### src/rtl/alu_share_arbiter.sv
// alu_share_arbiter
//   Shares one combinational ALU between two requesters with round-robin
//   arbitration. The winner's operand set is registered onto ALU_*. Those
//   registers hold the ALU inputs steady for EXEC_CYCLES cycles. Then
//   ALU_RESULT/ALU_SIG_B are captured into a one-entry response buffer,
//   which is drained with a valid/ready handshake.
//
//   Parameters:
//     EXEC_CYCLES  cycles the ALU is held before capture (1..15)
//
//   Ports:
//     CLK, RST                 clock (rising edge), async active-high reset
//     REQn_VALID / REQn_READY  request handshake, n = 0,1
//     REQn_OPCODE..RAW_VAL     request operand set
//     ALU_OPCODE..RAW_VAL      registered operands driven to the ALU
//     ALU_RESULT, ALU_SIG_B    ALU outputs
//     RSP_VALID / RSP_READY    response handshake
//     RSP_ID                   requester that owns the response
//     RSP_RESULT, RSP_SIG_B    captured ALU outputs
//
//   Optional feature (macro ALU_ARB_STATS_EN):
//     GNT0_CNT, GNT1_CNT       16-bit wrapping acceptance counters

module alu_share_arbiter #(
  parameter int unsigned EXEC_CYCLES = 1
) (
  input  logic        CLK,
  input  logic        RST,
  input  logic        REQ0_VALID,
  output logic        REQ0_READY,
  input  logic [5:0]  REQ0_OPCODE,
  input  logic [31:0] REQ0_RS_VAL,
  input  logic [31:0] REQ0_RT_VAL,
  input  logic [4:0]  REQ0_SHAMT,
  input  logic [5:0]  REQ0_FUNC,
  input  logic [15:0] REQ0_RAW_VAL,
  input  logic        REQ1_VALID,
  output logic        REQ1_READY,
  input  logic [5:0]  REQ1_OPCODE,
  input  logic [31:0] REQ1_RS_VAL,
  input  logic [31:0] REQ1_RT_VAL,
  input  logic [4:0]  REQ1_SHAMT,
  input  logic [5:0]  REQ1_FUNC,
  input  logic [15:0] REQ1_RAW_VAL,
  output logic [5:0]  ALU_OPCODE,
  output logic [31:0] ALU_RS_VAL,
  output logic [31:0] ALU_RT_VAL,
  output logic [4:0]  ALU_SHAMT,
  output logic [5:0]  ALU_FUNC,
  output logic [15:0] ALU_RAW_VAL,
  input  logic [31:0] ALU_RESULT,
  input  logic        ALU_SIG_B,
  output logic        RSP_VALID,
  input  logic        RSP_READY,
  output logic        RSP_ID,
  output logic [31:0] RSP_RESULT,
  output logic        RSP_SIG_B
`ifdef ALU_ARB_STATS_EN
  ,
  output logic [15:0] GNT0_CNT,
  output logic [15:0] GNT1_CNT
`endif
);

  typedef enum logic [1:0] {ST_IDLE, ST_EXEC, ST_RESP} state_t;

  localparam logic [3:0] CNT_INIT = 4'(EXEC_CYCLES - 1);

  state_t      state_q;
  logic        last_gnt_q;
  logic [3:0]  cnt_q;
  logic [5:0]  alu_opcode_q;
  logic [31:0] alu_rs_val_q;
  logic [31:0] alu_rt_val_q;
  logic [4:0]  alu_shamt_q;
  logic [5:0]  alu_func_q;
  logic [15:0] alu_raw_val_q;
  logic        rsp_valid_q;
  logic        rsp_id_q;
  logic [31:0] rsp_result_q;
  logic        rsp_sig_b_q;
`ifdef ALU_ARB_STATS_EN
  logic [15:0] gnt0_cnt_q;
  logic [15:0] gnt1_cnt_q;
`endif

  logic gnt_d;
  logic accept;

  // On a tie the requester that did not win last time is granted;
  // otherwise whichever one is valid.
  always_comb begin
    gnt_d = REQ1_VALID;
    if (REQ0_VALID && REQ1_VALID) gnt_d = ~last_gnt_q;
  end

  assign REQ0_READY = (state_q == ST_IDLE) && REQ0_VALID && !gnt_d;
  assign REQ1_READY = (state_q == ST_IDLE) && REQ1_VALID &&  gnt_d;
  assign accept     = REQ0_READY || REQ1_READY;

  always_ff @(posedge CLK or posedge RST) begin
    if (RST) begin
      state_q       <= ST_IDLE;
      last_gnt_q    <= 1'b1;
      cnt_q         <= '0;
      alu_opcode_q  <= '0;
      alu_rs_val_q  <= '0;
      alu_rt_val_q  <= '0;
      alu_shamt_q   <= '0;
      alu_func_q    <= '0;
      alu_raw_val_q <= '0;
      rsp_valid_q   <= 1'b0;
      rsp_id_q      <= 1'b0;
      rsp_result_q  <= '0;
      rsp_sig_b_q   <= 1'b0;
`ifdef ALU_ARB_STATS_EN
      gnt0_cnt_q    <= '0;
      gnt1_cnt_q    <= '0;
`endif
    end else begin
      case (state_q)
        ST_IDLE: begin
          if (accept) begin
            if (gnt_d) begin
              alu_opcode_q  <= REQ1_OPCODE;
              alu_rs_val_q  <= REQ1_RS_VAL;
              alu_rt_val_q  <= REQ1_RT_VAL;
              alu_shamt_q   <= REQ1_SHAMT;
              alu_func_q    <= REQ1_FUNC;
              alu_raw_val_q <= REQ1_RAW_VAL;
            end else begin
              alu_opcode_q  <= REQ0_OPCODE;
              alu_rs_val_q  <= REQ0_RS_VAL;
              alu_rt_val_q  <= REQ0_RT_VAL;
              alu_shamt_q   <= REQ0_SHAMT;
              alu_func_q    <= REQ0_FUNC;
              alu_raw_val_q <= REQ0_RAW_VAL;
            end
            rsp_id_q   <= gnt_d;
            last_gnt_q <= gnt_d;
            cnt_q      <= CNT_INIT;
            state_q    <= ST_EXEC;
`ifdef ALU_ARB_STATS_EN
            if (gnt_d) gnt1_cnt_q <= gnt1_cnt_q + 16'd1;
            else       gnt0_cnt_q <= gnt0_cnt_q + 16'd1;
`endif
          end
        end
        ST_EXEC: begin
          if (cnt_q != 4'd0) begin
            cnt_q <= cnt_q - 4'd1;
          end else begin
            rsp_result_q <= ALU_RESULT;
            rsp_sig_b_q  <= ALU_SIG_B;
            rsp_valid_q  <= 1'b1;
            state_q      <= ST_RESP;
          end
        end
        ST_RESP: begin
          if (RSP_READY) begin
            rsp_valid_q <= 1'b0;
            state_q     <= ST_IDLE;
          end
        end
        default: state_q <= ST_IDLE;
      endcase
    end
  end

  assign ALU_OPCODE  = alu_opcode_q;
  assign ALU_RS_VAL  = alu_rs_val_q;
  assign ALU_RT_VAL  = alu_rt_val_q;
  assign ALU_SHAMT   = alu_shamt_q;
  assign ALU_FUNC    = alu_func_q;
  assign ALU_RAW_VAL = alu_raw_val_q;
  assign RSP_VALID   = rsp_valid_q;
  assign RSP_ID      = rsp_id_q;
  assign RSP_RESULT  = rsp_result_q;
  assign RSP_SIG_B   = rsp_sig_b_q;
`ifdef ALU_ARB_STATS_EN
  assign GNT0_CNT    = gnt0_cnt_q;
  assign GNT1_CNT    = gnt1_cnt_q;
`endif

endmodule

### config.mk
export PLATFORM = sky130hd
export DESIGN_NAME = alu_share_arbiter
export DESIGN_NICKNAME = d
export VERILOG_FILES = /design/src/rtl/alu_share_arbiter.sv
export SDC_FILE = /design/constraint.sdc
export NUM_CORES = 1
export LEC_CHECK = 0
export BUFFER_PORTS_ARGS = -buffer_cell sky130_fd_sc_hd__buf_2
export CAP_MARGIN = 20
export CORE_AREA = 2 2 141 143
export CTS_CLUSTER_DIAMETER = 200
export DETAILED_ROUTE_END_ITERATION = 16
export DIE_AREA = 0 0 143 145
export HOLD_SLACK_MARGIN = 0.1
export SLEW_MARGIN = 5
export SYNTH_ARGS = -nofsm -noshare
export SYNTH_HDL_FRONTEND = slang
export SYNTH_SLANG_ARGS = --single-unit
export TNS_END_PERCENT = 50
### constraint.sdc
create_clock -name CLK -period 5.1 [get_ports CLK]
set_input_delay 0.255 -clock CLK [delete_from_list [all_inputs] [get_ports CLK]]
set_output_delay 0.255 -clock CLK [all_outputs]
set_load 0.005 [all_outputs]
==> flow_metrics.py, run 1 <==
metrics = {
    "cts": {
        "clkLatencyLatePin_ns": 0.42,
        "clockBufferDepth": 2,
        "cts_sinks": 139,
        "clkTransAtPathRegs_ns": 0.07,
        "cts_tree": "built",
        "numCtsBuffers": 17,
        "h-tree-depth": 4,
        "cts_resized": 0,
        "root_buffer": "clkbuf_16",
    },
    "die": {
        "io_pins": 366,
        "die_w_um": 143,
        "dieArea_um2": 20700,
        "design.core.area_um2": 19200,
        "start_util_pct": 32.6,
        "die_h_um": 145,
        "rows": 51,
    },
    "worst_setup_path": {
        "endpoint_kind": "register",
        "cp_slowest_cell": "and2_4",
        "critical_path.max_stage_delay_ns": 0.98,
        "crit_chain": "dlygate4sd3_1 -> buf_2 -> or2_4 -> and2_4 -> a31oi_1 -> dlygate4sd3_1",
        "cp.buffers_inverters": 3,
        "cpMostUsedCell": "dlygate4sd3_1",
        "required_ns": 5.40,
        "cp-startpoint": "REQ0_VALID",
        "path_depth": 6,
        "critical_path_class": "input port to register",
        "r2r_cells": 5,
        "cp.arrival_ns": 3.34,
        "cp-start-kind": "input port",
        "rr_startpoint": "last_gnt_q$_DFFE_PP1P_",
        "worstPathMaxFanout": 98,
        "path_delay_family": "simple AND/OR/NAND/NOR gates",
        "cp-endpoint": "ALU_RT_VAL[9]$_DFFE_PP0P_",
        "r2r_slack_ns": 2.36,
        "r2r_end": "ALU_RS_VAL[2]$_DFFE_PP0P_",
    },
    "sta": {
        "finalSetupTns_ns": 0,
        "hold_viol": 0,
        "max-slew-margin-rel_pct": 26.5,
        "tightest_slew_ns": 1.10,
        "slew_violations": 0,
        "setup_viol": 0,
        "rsz0062_at_grt": "no",
        "fmax_mhz": 329,
        "fin_worst_skew_ns": 0.00920,
        "fin_crit_sh_pct": 59.6,
        "min_period_ns": 3.04,
    },
    "route": {
        "drt_first_pass_iters": 4,
        "drt-total-wl_mm": 24.0,
        "drc": 0,
        "antenna_left": 0,
        "drt_iter0_drc": 297,
        "wire_per_inst_um": 16.1,
        "via_per_inst": 4.85,
        "vias": 7197,
    },
    "run": {
        "drv_cap": 0,
    },
    "synthesis": {
        "synth_edf_count": 0,
        "synthCells": 657,
        "avgSynthCellArea_um2": 9.52,
        "ys_seq_elements": 139,
        "async_flop_share_pct": 100,
        "yosys_warnings": 0,
        "synth_ff_type": "dfrtp_1",
        "synth_cell_type_count": 35,
        "synth.cell_area_um2": 6250,
        "syn-num-nets": 891,
        "ys_seq_area_share_pct": 55.6,
    },
    "finish": {
        "drive_gt1_share_pct": 36.3,
        "finalNonFillerCells": 1485,
        "fillers": 1649,
        "area_delta_synth_final_pct": 75.2,
        "final_nets": 1440,
    },
    "run_status": {
        "status": "finished clean",
    },
    "pwr": {
        "vdd_drop_max_mv": 0.298,
        "power.density_nw_per_um2": 560,
        "p_leak_nw": 5.15,
    },
    "global_routing": {
        "antenna_found_initial": 1,
        "grt_pass1_wl_mm": 38.0,
        "grt_util_all_layers_pct": 22.9,
        "grt_max_degree": 99,
        "grt_pass1_vias": 7577,
        "grt_overflow": 0,
    },
    "place": {
        "dp_cells": 1236,
        "place.gp.congestion": 0.818,
        "dp_hpwl_mm": 14.0,
        "port_buffers": 365,
    },
    "worst_hold_path": {
        "hp-class": "input port to register",
    },
}
## worst reg2reg max path, cell delays in order, from the launching register on
cell           delay, ns
dfstp_2             0.59
a21bo_4             0.51
buf_4               0.67
nand2_1             0.15
a31oi_1             0.20
dlygate4sd3_1       0.57
## final cells by class
class / count / area (um2) / area share [%]
repair buffers: 587 / 4030 / 36.8
flip-flops and latches: 139 / 3480 / 31.8
multi-input cells: 456 / 2480 / 22.6
clock buffers: 20 / 447 / 4.08
well taps: 265 / 332 / 3.03
clock inverters: 12 / 163 / 1.48
inverters: 5 / 23.8 / 0.217
diodes: 1 / 2.50 / 0.0228
## placed cells by master (no fill, tap or decap), types with 2 or more instances in the layout
cell type and n:
clkbuf_1 2, dlygate4sd3_1 216, buf_4 6, a21oi_1 99, inv_6 4, bufinv_16 3, nor3_1 2, clkinv_4 3
ha_1 2, nand2_1 196, dfrtp_1 138, a31oi_1 98, o21ai_0 3, nand2b_1 3, clkbuf_16 17, buf_2 365
mux2_2 32, clkinvlp_4 2, inv_1 4
## where the power goes
part / switching [mW] / leakage, nW / internal (mW)
logic: 1.29 / 3.28 / 1.57
clock network: 0.502 / 0.292 / 0.789
registers: 0.315 / 1.58 / 1.67
## cell usage after synthesis, types with 2 or more instances
| cell type | count | area (um2) |
|---|---|---|
| dfrtp_1 | 138 | 3450 |
| nor3_1 | 2 | 10.0 |
| a31oi_1 | 98 | 613 |
| o21ai_0 | 3 | 15.0 |
| and2_1 | 2 | 12.5 |
| ha_1 | 2 | 25.0 |
| nand2b_1 | 3 | 18.8 |
| nand2_1 | 196 | 736 |
| mux2_2 | 32 | 360 |
| clkbuf_1 | 24 | 90.1 |
| inv_1 | 5 | 18.8 |
| buf_6 | 6 | 67.6 |
| buf_4 | 5 | 37.5 |
| buf_2 | 22 | 110 |
| a21oi_1 | 99 | 495 |
## metrics by stage
step                hold slack, ns  instance area (um2)  setup slack, ns  power (mW)  util [%]
CTS                          0.100                11000             2.16        6.12      57.0
detailed placement           0.459                 8180             2.75        4.13      42.6
global placement             0.451                 8180             2.84        4.08      42.6
finish                       0.111                11000             2.06        6.14      57.1
floorplan                    0.318                 6250             1.12        3.22         -
global route                 0.109                11000             1.89        6.57      57.1
## cells by family after synthesis
kind of cell | share of synthesized area [%]
AOI/OAI and AO/OA | 19.0
muxes | 6.10
adders and majority gates | 0.400
and+or+nand+nor | 13.7
buffers and inverters | 5.18
DFF | 55.6
## worst min-delay path by stage
stage	from	to	slack (ns)	cells after the start
after global placement	RST	ALU_RS_VAL[26]$_DFFE_PP0P_	0.45	2
after CTS	REQ1_RAW_VAL[1]	ALU_RAW_VAL[1]$_DFFE_PP0P_	0.10	3
after detailed placement	RST	ALU_RAW_VAL[15]$_DFFE_PP0P_	0.46	2
after floorplan	REQ0_VALID	last_gnt_q$_DFFE_PP1P_	0.32	1
after global routing	REQ1_RAW_VAL[1]	ALU_RAW_VAL[1]$_DFFE_PP0P_	0.11	3
final	REQ1_RAW_VAL[1]	ALU_RAW_VAL[1]$_DFFE_PP0P_	0.11	3
## state kept, by name, indices dropped and copies added (netlist names), 2 cells and up
name	flops
ALU_RS_VAL	32
ALU_RT_VAL	32
RSP_RESULT	32
ALU_RAW_VAL	16
ALU_FUNC	6
ALU_OPCODE	6
ALU_SHAMT	5
cnt_q	4
state_q	2
## layer usage
layer | GRT usage (%) | wire length, um | vias up | share of wire (%)
met3 | 5.64 | 1790 | 36 | 7.5
met4 | 8.51 | 525 | 0 | 2.2
met5 | 0 | 0 | - | 0
met1 | 26.2 | 9480 | 3464 | 40
met2 | 40.9 | 12200 | 294 | 51
li1 | - | - | 3403 | -
## what timing repair did
item | in CTS | in global routing
endpoints found under the hold margin | 211 | 0
hold buffers | 216 | 0
buffers inserted | 0 | 0
Power figures use the tool's default switching activity.
==> run 2: changes to the inputs <==
--- a/config.mk
+++ b/config.mk
@@ -5,12 +5,13 @@
 export SDC_FILE = /design/constraint.sdc
 export NUM_CORES = 1
 export LEC_CHECK = 0
+export ABC_AREA = 1
 export BUFFER_PORTS_ARGS = -buffer_cell sky130_fd_sc_hd__buf_2
 export CAP_MARGIN = 20
-export CORE_AREA = 2 2 141 143
+export CORE_AREA = 2 2 144 146
 export CTS_CLUSTER_DIAMETER = 200
 export DETAILED_ROUTE_END_ITERATION = 16
-export DIE_AREA = 0 0 143 145
+export DIE_AREA = 0 0 146 148
 export HOLD_SLACK_MARGIN = 0.1
 export SLEW_MARGIN = 5
 export SYNTH_ARGS = -nofsm -noshare
==> constraint.sdc (replaced) <==
create_clock -name CLK -period 3.2 [get_ports CLK]
set_input_delay 0.16 -clock CLK [delete_from_list [all_inputs] [get_ports CLK]]
set_output_delay 0.16 -clock CLK [all_outputs]
set_load 0.005 [all_outputs]
==> run 2 against run 1 <==
Combinational power is 17% higher; first-iteration DRC count decreased by 2.7%; clock skew shrank 0.0026 ns; global-route usage down 3.4 points; die area rose by 4.2%.
==> flow_metrics.py, run 2 <==
metrics = {
    "cts": {
        "clockBufferDepth": 2,
        "clkTransAtPathRegs_ns": 0.06,
        "h-tree-depth": 4,
        "root_buffer": "clkbuf_16",
        "cts_tree": "built",
        "cts_sinks": 139,
        "numCtsBuffers": 17,
        "post_cts_buffers": 0,
        "hold_buffers": 194,
        "cts_resized": 0,
        "clkLatencyLatePin_ns": 0.41,
    },
    "synthesis": {
        "avgSynthCellArea_um2": 7.93,
        "syn-num-nets": 1053,
        "synthCells": 819,
        "synth_edf_count": 0,
        "ys_seq_area_share_pct": 53.6,
        "async_flop_share_pct": 100,
        "ys_top_cells_by_area": "dfrtp_1, o21ai_0, nand2_1, inv_1, buf_4",
        "synth_cell_type_count": 21,
        "synth_commonest_cells": "nand2_1, o21ai_0, dfrtp_1",
        "yosys_warnings": 0,
        "synth_ff_type": "dfrtp_1",
        "synth.cell_area_um2": 6490,
        "synth.most_common_cell": "nand2_1",
        "synth_top_area_cell": "dfrtp_1",
        "ys_seq_elements": 139,
        "synth.top_cell.area_share_pct": 53.2,
    },
    "pwr": {
        "vdd_drop_max_mv": 0.398,
        "power_mw": 8.46,
        "p_leak_nw": 6.07,
        "power.density_nw_per_um2": 767,
    },
    "worst_setup_path": {
        "cpMostUsedCell": "o21ai_0",
        "critical_path_class": "register to register",
        "worstPathMaxFanout": 40,
        "cp-start-kind": "register",
        "cp.arrival_ns": 2.72,
        "required_ns": 3.51,
        "endpoint_kind": "register",
        "crit_chain": "nand2_1 -> nand2_4 -> buf_4 -> o21ai_0 -> dlygate4sd3_1 -> o21ai_0",
        "cp_slowest_cell": "dlygate4sd3_1",
        "critical_path.max_stage_delay_ns": 0.59,
    },
    "route": {
        "antenna_left": 0,
        "drt_first_pass_iters": 5,
        "drc": 0,
        "via_per_inst": 4.33,
        "wire_per_inst_um": 12.8,
        "vias": 7101,
        "drt-total-wl_mm": 21.0,
        "drt_iter0_drc": 289,
    },
    "global_routing": {
        "grt_util_all_layers_pct": 19.5,
        "antenna_found_initial": 0,
        "grt_pass1_vias": 7005,
        "grt_max_degree": 107,
        "grt_overflow": 0,
        "grt_pass1_wl_mm": 34.1,
    },
    "worst_hold_path": {
        "hp-class": "input port to register",
    },
    "sta": {
        "fin_worst_skew_ns": 0.00656,
        "slew_violations": 0,
        "rsz0062_at_grt": "no",
        "hold_viol": 0,
        "min_period_ns": 2.41,
        "fmax_mhz": 415,
        "fin_crit_sh_pct": 75.3,
        "finalSetupTns_ns": 0,
        "worst_slack_ns": 0.791,
        "tightest_slew_ns": 0.763,
        "setup_viol": 0,
        "max-slew-margin-rel_pct": 49.2,
    },
    "die": {
        "rows": 52,
        "die_h_um": 148,
        "start_util_pct": 32.4,
        "dieArea_um2": 21600,
        "design.core.area_um2": 20000,
        "io_pins": 366,
        "die_w_um": 146,
    },
    "run": {
        "drv_cap": 0,
    },
    "place": {
        "dp_cells": 1413,
        "dp_hpwl_mm": 13.7,
        "port_buffers": 365,
        "place.gp.congestion": 0.804,
        "pre_cts_slack_ns": 0.994,
    },
    "finish": {
        "final_cell_mix": "buf_2, nand2_1, o21ai_0",
        "antenna_cells": 0,
        "area_delta_synth_final_pct": 69.9,
        "final_common_cell": "buf_2",
        "finalNonFillerCells": 1640,
        "drive_gt1_share_pct": 30.2,
        "fillers": 1839,
        "final_nets": 1591,
    },
    "run_status": {
        "status": "finished clean",
    },
}
-- run 2: cell types whose count changed after synthesis, sizes merged, moves of 2 or more --
cell and change:
nand3 +5, nand2b -3, o21ai +229, a31oi -98, nor2 +7, inv +132
and2 -2, a21oi -99, nand2 +47, mux2 -33, clkbuf -7
-- run 2: cell families (layout without fill, tap and decap cells) --
kind of cell | count (synthesis) | count (layout) | share of synthesized area [%]
AND/OR/NAND/NOR | 259 | 259 | 15.4
AO/OA/AOI/OAI | 232 | 232 | 18.1
buffers and inverters | 186 | 737 | 12.4
flip-flops | 139 | 139 | 53.6
adder cells (fa/ha/maj) | 2 | 2 | 0.385
XOR/XNOR | 1 | 1 | 0.135
-- run 2: path summary, 6_finish.rpt --
kind / cells after the start / slack [ns] / endpoint / startpoint
max reg2reg: 6 / 0.79 / ALU_FUNC[4]$_DFFE_PP0P_ / last_gnt_q$_DFFE_PP1P_
max in group asynchronous: 4 / 1.99 / ALU_RS_VAL[31]$_DFFE_PP0P_ / RST
min: 3 / 0.11 / ALU_RT_VAL[15]$_DFFE_PP0P_ / REQ1_RT_VAL[15]
min in group asynchronous: 3 / 0.40 / ALU_FUNC[2]$_DFFE_PP0P_ / RST
max: 6 / 0.79 / ALU_FUNC[4]$_DFFE_PP0P_ / last_gnt_q$_DFFE_PP1P_
min reg2reg: 2 / 0.47 / RSP_ID$_DFFE_PP0P_ / RSP_ID$_DFFE_PP0P_
-- run 2: cell type report --
cell class	instances	area (um2)	area share, %
clock inverter	15	175	1.59
clock buffer	17	425	3.85
inverter	137	518	4.69
timing repair buffer	568	3890	35.2
tap	270	338	3.06
sequential	139	3480	31.5
multi-input combinational	494	2210	20.1
-- run 2: worst max-delay path, delay by kind of cell, from the launching register on --
kind                   cells  cell delay [ns]
buffers and inverters      2             1.00
DFF                        1             0.53
and+or+nand+nor            2             0.41
AOI/OAI and AO/OA          2             0.34
-- run 2: power by group --
part,leakage [nW],internal (mW),switching [mW]
registers,1.69,2.65,0.452
logic,4.09,1.55,1.79
clock network,0.292,1.18,0.841
-- run 2: routing by layer --
| layer | track usage, % | routed length (um) | part of all wire [%] |
|---|---|---|---|
| met1 | 23.1 | 8640 | 41 |
| met2 | 34.3 | 10400 | 50 |
| met3 | 5.52 | 1530 | 7.3 |
| met4 | 6.31 | 380 | 1.8 |
| met5 | 0 | 0 | 0 |
-- run 2: through the flow --
step / util (%) / hold slack, ns / cell area, um2
3_5_place_dp: 42.3 / 0.318 / 8470
5_1_grt: 55.1 / 0.113 / 11000
6_report: 55.1 / 0.106 / 11000
2_1_floorplan: - / 0.267 / 6500
4_1_cts: 55.0 / 0.101 / 11000
3_3_place_gp: 42.3 / 0.315 / 8470
